### src/rtl/tlb_pkg.sv
// Shared definitions for the CP0 TLB operation controller: op codes, packed
// TLB entry layout and controller state encoding.
package tlb_pkg;

    localparam logic [1:0] OP_TLBWR = 2'b00;
    localparam logic [1:0] OP_TLBP  = 2'b01;
    localparam logic [1:0] OP_TLBR  = 2'b10;
    localparam logic [1:0] OP_TLBWI = 2'b11;

    // Packed entry, MSB first: vpn2 | asid | g | pfn0 c0 d0 v0 | pfn1 c1 d1 v1
    localparam int ENTRY_W  = 78;
    localparam int VPN2_W   = 19;
    localparam int ASID_W   = 8;
    localparam int PFN_W    = 20;
    localparam int C_W      = 3;
    localparam int VPN2_LSB = 59;
    localparam int ASID_LSB = 51;
    localparam int G_BIT    = 50;
    localparam int PFN0_LSB = 30;
    localparam int C0_LSB   = 27;
    localparam int D0_BIT   = 26;
    localparam int V0_BIT   = 25;
    localparam int PFN1_LSB = 5;
    localparam int C1_LSB   = 2;
    localparam int D1_BIT   = 1;
    localparam int V1_BIT   = 0;

    typedef enum logic [2:0] {
        ST_IDLE   = 3'd0,
        ST_P_WAIT = 3'd1,
        ST_P_SRCH = 3'd2,
        ST_RD     = 3'd3,
        ST_WR     = 3'd4,
        ST_DONE   = 3'd5
    } tlb_state_e;

endpackage

### src/rtl/tlb_entry_pack.sv
// Combinational conversion between CP0 register format (EntryHi/EntryLo0/
// EntryLo1) and the packed TLB entry, in both directions.
module tlb_entry_pack
    import tlb_pkg::*;
(
    input  logic [31:0]        entryhi_i,
    input  logic [31:0]        entrylo0_i,
    input  logic [31:0]        entrylo1_i,
    output logic [ENTRY_W-1:0] packed_o,
    input  logic [ENTRY_W-1:0] packed_i,
    output logic [31:0]        entryhi_o,
    output logic [31:0]        entrylo0_o,
    output logic [31:0]        entrylo1_o
);

    // The entry has a single G bit: it is global only if both halves say so.
    assign packed_o = {entryhi_i[31:13], entryhi_i[7:0],
                       entrylo0_i[0] & entrylo1_i[0],
                       entrylo0_i[25:6], entrylo0_i[5:3], entrylo0_i[2], entrylo0_i[1],
                       entrylo1_i[25:6], entrylo1_i[5:3], entrylo1_i[2], entrylo1_i[1]};

    assign entryhi_o  = {packed_i[VPN2_LSB +: VPN2_W], 5'b0, packed_i[ASID_LSB +: ASID_W]};
    assign entrylo0_o = {6'b0, packed_i[PFN0_LSB +: PFN_W], packed_i[C0_LSB +: C_W],
                         packed_i[D0_BIT], packed_i[V0_BIT], packed_i[G_BIT]};
    assign entrylo1_o = {6'b0, packed_i[PFN1_LSB +: PFN_W], packed_i[C1_LSB +: C_W],
                         packed_i[D1_BIT], packed_i[V1_BIT], packed_i[G_BIT]};

    logic unused_bits;
    assign unused_bits = ^{entryhi_i[12:8], entrylo0_i[31:26], entrylo1_i[31:26]};

endmodule

### src/rtl/tlb_op_ctrl.sv
// Sequences TLBP/TLBR/TLBWI onto the TLB ports and arbitrates search port s1
// with the data side. Define TLB_RAND_EN to make op code 00 a TLBWR.
module tlb_op_ctrl
    import tlb_pkg::*;
#(
    parameter  int TLBNUM   = 16,
    parameter  int MAX_WAIT = 8,
    localparam int IDX_W    = $clog2(TLBNUM)
) (
    input  logic               clk,
    input  logic               reset,
    input  logic               op_valid,
    output logic               op_ready,
    input  logic [1:0]         op_code,
    input  logic [31:0]        cp0_index,
    input  logic [31:0]        cp0_entryhi,
    input  logic [31:0]        cp0_entrylo0,
    input  logic [31:0]        cp0_entrylo1,
    output logic               op_done,
    output logic               res_index_we,
    output logic [31:0]        res_index,
    output logic               res_entry_we,
    output logic [31:0]        res_entryhi,
    output logic [31:0]        res_entrylo0,
    output logic [31:0]        res_entrylo1,
    input  logic               ds_req,
    input  logic [18:0]        ds_vpn2,
    input  logic               ds_odd,
    input  logic [7:0]         ds_asid,
    output logic               ds_gnt,
    output logic [18:0]        s1_vpn2,
    output logic               s1_odd_page,
    output logic [7:0]         s1_asid,
    input  logic               s1_found,
    input  logic [IDX_W-1:0]   s1_index,
    output logic               we,
    output logic [IDX_W-1:0]   w_index,
    output logic [ENTRY_W-1:0] w_entry,
    output logic [IDX_W-1:0]   r_index,
    input  logic [ENTRY_W-1:0] r_entry,
    output tlb_state_e         dbg_state_o
);

    localparam int WAIT_W = (MAX_WAIT > 1) ? $clog2(MAX_WAIT) : 1;

    tlb_state_e        state_q, state_d;
    logic [1:0]        op_q;
    logic [IDX_W-1:0]  idx_q;
    logic [31:0]       hi_q, lo0_q, lo1_q;
    logic [WAIT_W-1:0] wait_cnt_q;
    logic              op_done_q, res_index_we_q, res_entry_we_q, we_q;
    logic [31:0]       res_index_q, res_hi_q, res_lo0_q, res_lo1_q;
    logic [31:0]       rd_hi, rd_lo0, rd_lo1;
    logic [IDX_W-1:0]  acc_idx;
    logic              accept;
    logic              in_srch;

    // Handshake: an operation is taken on a clock edge where op_valid && op_ready;
    // op_ready is high only in IDLE, and op_valid seen in any other state is ignored.
    assign op_ready = (state_q == ST_IDLE);
    assign accept   = op_valid && op_ready;
    assign in_srch  = (state_q == ST_P_SRCH);

`ifdef TLB_RAND_EN
    logic [IDX_W-1:0] rand_q;

    always_ff @(posedge clk or posedge reset) begin
        if (reset) begin
            rand_q <= IDX_W'(TLBNUM - 1);
        end else if (rand_q == '0) begin
            rand_q <= IDX_W'(TLBNUM - 1);
        end else begin
            rand_q <= rand_q - 1'b1;
        end
    end

    assign acc_idx = (op_code == OP_TLBWR) ? rand_q : cp0_index[IDX_W-1:0];
`else
    assign acc_idx = cp0_index[IDX_W-1:0];
`endif

    always_comb begin
        state_d = state_q;
        unique case (state_q)
            ST_IDLE: begin
                if (op_valid) begin
                    unique case (op_code)
                        // With s1 free at accept, TLBP spends no cycles waiting.
                        OP_TLBP:  state_d = ds_req ? ST_P_WAIT : ST_P_SRCH;
                        OP_TLBR:  state_d = ST_RD;
                        OP_TLBWI: state_d = ST_WR;
`ifdef TLB_RAND_EN
                        default:  state_d = ST_WR;
`else
                        default:  state_d = ST_DONE;
`endif
                    endcase
                end
            end
            ST_P_WAIT: begin
                if (!ds_req || (wait_cnt_q == WAIT_W'(MAX_WAIT - 1))) begin
                    state_d = ST_P_SRCH;
                end
            end
            ST_P_SRCH, ST_RD, ST_WR: state_d = ST_DONE;
            ST_DONE:                 state_d = ST_IDLE;
            default:                 state_d = ST_IDLE;
        endcase
    end

    always_ff @(posedge clk or posedge reset) begin
        if (reset) begin
            state_q        <= ST_IDLE;
            op_q           <= '0;
            idx_q          <= '0;
            hi_q           <= '0;
            lo0_q          <= '0;
            lo1_q          <= '0;
            wait_cnt_q     <= '0;
            op_done_q      <= 1'b0;
            res_index_we_q <= 1'b0;
            res_entry_we_q <= 1'b0;
            we_q           <= 1'b0;
            res_index_q    <= '0;
            res_hi_q       <= '0;
            res_lo0_q      <= '0;
            res_lo1_q      <= '0;
        end else begin
            state_q        <= state_d;
            op_done_q      <= (state_d == ST_DONE);
            we_q           <= (state_d == ST_WR);
            res_index_we_q <= (state_q == ST_P_SRCH);
            res_entry_we_q <= (state_q == ST_RD);

            if (accept) begin
                op_q  <= op_code;
                idx_q <= acc_idx;
                hi_q  <= cp0_entryhi;
                lo0_q <= cp0_entrylo0;
                lo1_q <= cp0_entrylo1;
            end

            if (state_d == ST_P_SRCH) begin
                wait_cnt_q <= '0;
            end else if (state_q == ST_P_WAIT && ds_req) begin
                wait_cnt_q <= wait_cnt_q + 1'b1;
            end

            if (in_srch) begin
                res_index_q <= s1_found ? {{(32-IDX_W){1'b0}}, s1_index} : 32'h8000_0000;
            end

            if (state_q == ST_RD) begin
                res_hi_q  <= rd_hi;
                res_lo0_q <= rd_lo0;
                res_lo1_q <= rd_lo1;
            end
        end
    end

    tlb_entry_pack u_pack (
        .entryhi_i  (hi_q),
        .entrylo0_i (lo0_q),
        .entrylo1_i (lo1_q),
        .packed_o   (w_entry),
        .packed_i   (r_entry),
        .entryhi_o  (rd_hi),
        .entrylo0_o (rd_lo0),
        .entrylo1_o (rd_lo1)
    );

    // s1 belongs to the data side except for the single TLBP search cycle.
    assign ds_gnt       = ds_req && !in_srch;
    assign s1_vpn2      = in_srch ? hi_q[31:13] : ds_vpn2;
    assign s1_asid      = in_srch ? hi_q[7:0]   : ds_asid;
    assign s1_odd_page  = in_srch ? 1'b0        : ds_odd;

    assign we           = we_q;
    assign w_index      = idx_q;
    assign r_index      = idx_q;
    assign op_done      = op_done_q;
    assign res_index_we = res_index_we_q;
    assign res_index    = res_index_q;
    assign res_entry_we = res_entry_we_q;
    assign res_entryhi  = res_hi_q;
    assign res_entrylo0 = res_lo0_q;
    assign res_entrylo1 = res_lo1_q;
    assign dbg_state_o  = state_q;

    logic unused_bits;
    assign unused_bits = ^{op_q, cp0_index[31:IDX_W]};

endmodule
### config.mk
export PLATFORM = sky130hd
export DESIGN_NAME = tlb_op_ctrl
export DESIGN_NICKNAME = d
export VERILOG_FILES = /design/src/rtl/tlb_pkg.sv /design/src/rtl/tlb_entry_pack.sv /design/src/rtl/tlb_op_ctrl.sv
export SDC_FILE = /design/constraint.sdc
export NUM_CORES = 1
export LEC_CHECK = 0
export CELL_PAD_IN_SITES_DETAIL_PLACEMENT = 1
export CELL_PAD_IN_SITES_GLOBAL_PLACEMENT = 1
export CORE_AREA = 2 2 193 195
export DETAILED_ROUTE_END_ITERATION = 8
export DIE_AREA = 0 0 195 197
export DONT_BUFFER_PORTS = 1
export PLACE_DENSITY = 0.49
export SYNTH_ARGS = -nofsm -noshare
export SYNTH_HDL_FRONTEND = slang
export SYNTH_SLANG_ARGS = --single-unit
export TNS_END_PERCENT = 1
### constraint.sdc
create_clock -name clk -period 6.7 [get_ports clk]
set_input_delay 0.67 -clock clk [delete_from_list [all_inputs] [get_ports clk]]
set_output_delay 0.67 -clock clk [all_outputs]
set_load 0.1 [all_outputs]
==> run_results.csv <==
group,metric,value,unit
final_layout,multi_input_area,2650,µm²
sta,slew_violations,0,
synth,synth_seq_area_share,0.565,
placement,gp_congestion,0.679,
sta,period_share,0.569,
run,drv_cap,0,
sta,skew,0.00815,ns
cts,clock_latency,0.44,ns
floorplan,start_util,0.215,
sta,fmax,0.262,GHz
sta,setup_violations,0,
synth,ys.flop_type,"dfrtp_1",
setup_path,path_class,"reg2out",
synth,synth_edf_count,0,
synth,syn-cell-area,7790,µm²
floorplan,die_y,197,µm
setup_path,crit_chain,"buf_4 > nand2b_1 > buf_4 > inv_1 > buf_4 > nand2_1 > nand2_1",
detailed_routing,via_per_inst,3.93,
global_routing,grt_pass1_vias,4299,
sta,slew_headroom,0.282,
sta,rsz0062_at_grt,"no",
synth,ys_seq_elements,176,
placement,portBuffers,0,
sta,tightest_slew,1.08,ns
cts,cts.clk_slew.worst_paths,0.07,ns
setup_path,startpoint_type,"register",
sta,period_needed,3.81,ns
setup_path,critical_path_depth,7,
floorplan,fp.coreArea,36300,µm²
final_layout,area.growth.synth_to_final,7.68,%
outcome,status,"completed",
sta,finalSetupTns,0,ns
global_routing,grt_first_pass_wirelength,27300,µm
floorplan,io_pins,496,
detailed_routing,drt_iter0_markers,144,
detailed_routing,finalWirelength,18600,µm
synth,synthesis.instances,607,
detailed_routing,remaining_drc_errors,0,
final_layout,nets,802,
sta,finalHoldViolations,0,
global_routing,grt_usage,0.0948,
final_layout,nFillCells,4027,
detailed_routing,vias,4061,
setup_path,cpMaxStageDelayCell,"nand2_1",
detailed_routing,drtPass1Iterations,4,
worst_hold_path,min_path_type,"in2async",
synth,yosys_warnings,0,
synth,yosysTopAreaCell,"dfrtp_1",
setup_path,crit_path_end_kind,"output pin",
setup_path,worstPathArrival,3.14,ns
cts,hold_buffers,0,
synth,synth.area.top_cells,"dfrtp_1 (57%), mux2_2 (19%), buf_4 (9.9%)",
setup_path,required,6.03,ns
cts,cts.sinks,176,
cts,cts_tree,"yes",
cts,cts_root_buffer,"clkbuf_16",
cts,numCtsBuffers,17,
floorplan,die_x,195,µm
synth,synth_cell_type_count,28,
placement,pre_cts_ws,3.32,ns
setup_path,cp_common_cell,"buf_4",
setup_path,crit_fanout,36,
synth,synth_top_cell_area_share,0.565,
final_layout,drive_gt1_frac,0.325,
floorplan,dieArea,38400,µm²
sta,setup_slack,2.89,ns
setup_path,crit_buf_inv,4,
global_routing,overflow,0,
global_routing,antenna_found_initial,0,
final_layout,antenna-diode-count,0,
synth,syn_area_per_cell,12.8,µm²
global_routing,grt_max_degree,91,
setup_path,slowest_delay,0.74,ns
placement,dp_hpwl,13700,µm
detailed_routing,wl_per_cell,18.0,µm
cts,cts_resized,0,
floorplan,rows,70,
setup_path,worst-r2r-cell-count,5,
cts,cts_setup_buffers,0,
cts,htreeDepth,4,
cts,clk_path_buf_depth,2,
synth,synth-async-reset-ratio,1.00,
final_layout,ff_latch_area,4410,µm²
setup_path,path_delay_family,"buffers and inverters",
detailed_routing,ant_nets,0,
## metal layers
layer  vias up  part of all wire  track usage
li1       1766                 -            -
met4         0             0.011       0.0356
met5         -                 0            0
met2       223              0.53        0.165
met3        10             0.090       0.0418
met1      2062              0.37        0.102
## stage by stage
| step | hold slack [ns] | cells | util | area [µm²] |
|---|---|---|---|---|
| 2_1_floorplan | 0.449 | 650 | - | 7950 |
| 3_3_place_gp | 0.466 | 1002 | 0.215 | 7790 |
| 3_5_place_dp | 0.478 | 1002 | 0.215 | 7790 |
| 4_1_cts | 0.283 | 1034 | 0.231 | 8390 |
| 5_1_grt | 0.261 | 1034 | 0.231 | 8390 |
| 6_report | 0.215 | 1034 | 0.231 | 8390 |
## flip-flops by register name (all words and copies together), names as in the netlist
register      count
res_entryhi      27
we                1
hi_q             27
dbg_state_o       3
res_index         5
op_done           1
res_entrylo1     26
r_index           4
wait_cnt_q        3
res_index_we      1
res_entry_we      1
lo1_q            26
lo0_q            26
res_entrylo0     25
## worst reg2reg max path: stages (launching register included)
cell,delay (ns)
dfrtp_1,0.39
buf_4,0.26
nor4b_4,0.30
buf_4,0.49
buf_4,0.63
mux2_2,0.45
## cells in the final DEF (no fill, tap or decap), types with 3 or more instances in the layout
cell type	n
o31ai_1	3
inv_1	5
inv_6	4
and2_1	3
and3_1	4
ha_1	4
mux2_2	132
nand2b_1	3
nor2_1	4
mux2_1	29
clkinv_4	3
dfrtp_2	5
clkbuf_16	18
buf_4	9
conb_1	44
dfrtp_1	171
nand2_1	92
inv_8	5
nand3_1	5
## cell type report
| cell class | instances | area share |
|---|---|---|
| clock buffers | 18 | 0.0523 |
| well taps | 468 | 0.0698 |
| repair buffers | 11 | 0.0134 |
| inverters | 6 | 0.00328 |
| flip-flops and latches | 176 | 0.526 |
| clock inverters | 14 | 0.0194 |
| multi-input cells | 341 | 0.316 |
## cells by family after synthesis
group / share of synthesized area
flops: 0.565
mux: 0.235
buf+inv: 0.117
simple gates: 0.0655
compound gates: 0.00915
fa+ha+maj: 0.00642
other cells: 0.000481
xor+xnor: 0.00112
## path summary, 6_finish.rpt
| check | from | to | slack, ns |
|---|---|---|---|
| max in group asynchronous | reset | res_entrylo1[15] | 5.36 |
| min | reset | res_entryhi[1] | 0.22 |
| min reg2reg | lo1_q[0] | lo1_q[0] | 0.49 |
| min in group clk | s1_found | res_index[31] | 0.34 |
| max reg2reg | dbg_state_o[2] | hi_q[3] | 4.06 |
| max | dbg_state_o[0] | s1_asid[0] | 2.89 |
## synth_stat cells, types with 2 or more instances
library cell and number:
buf_4 103, a21oi_1 2, and3b_1 2, clkbuf_1 4
nor2_1 4, nand3_1 5, mux2i_1 2, buf_2 19
and3_1 4, nor2b_1 2, o21ai_1 2, o21ai_0 2
ha_1 4, o31ai_1 3, mux2_1 29, mux2_2 132
and2_1 3, inv_1 6, nand2_1 93, dfrtp_1 176
nand2b_1 3
Power is not shown: default switching activity piles up to over one toggle a cycle in this logic, so the estimate is an artifact.
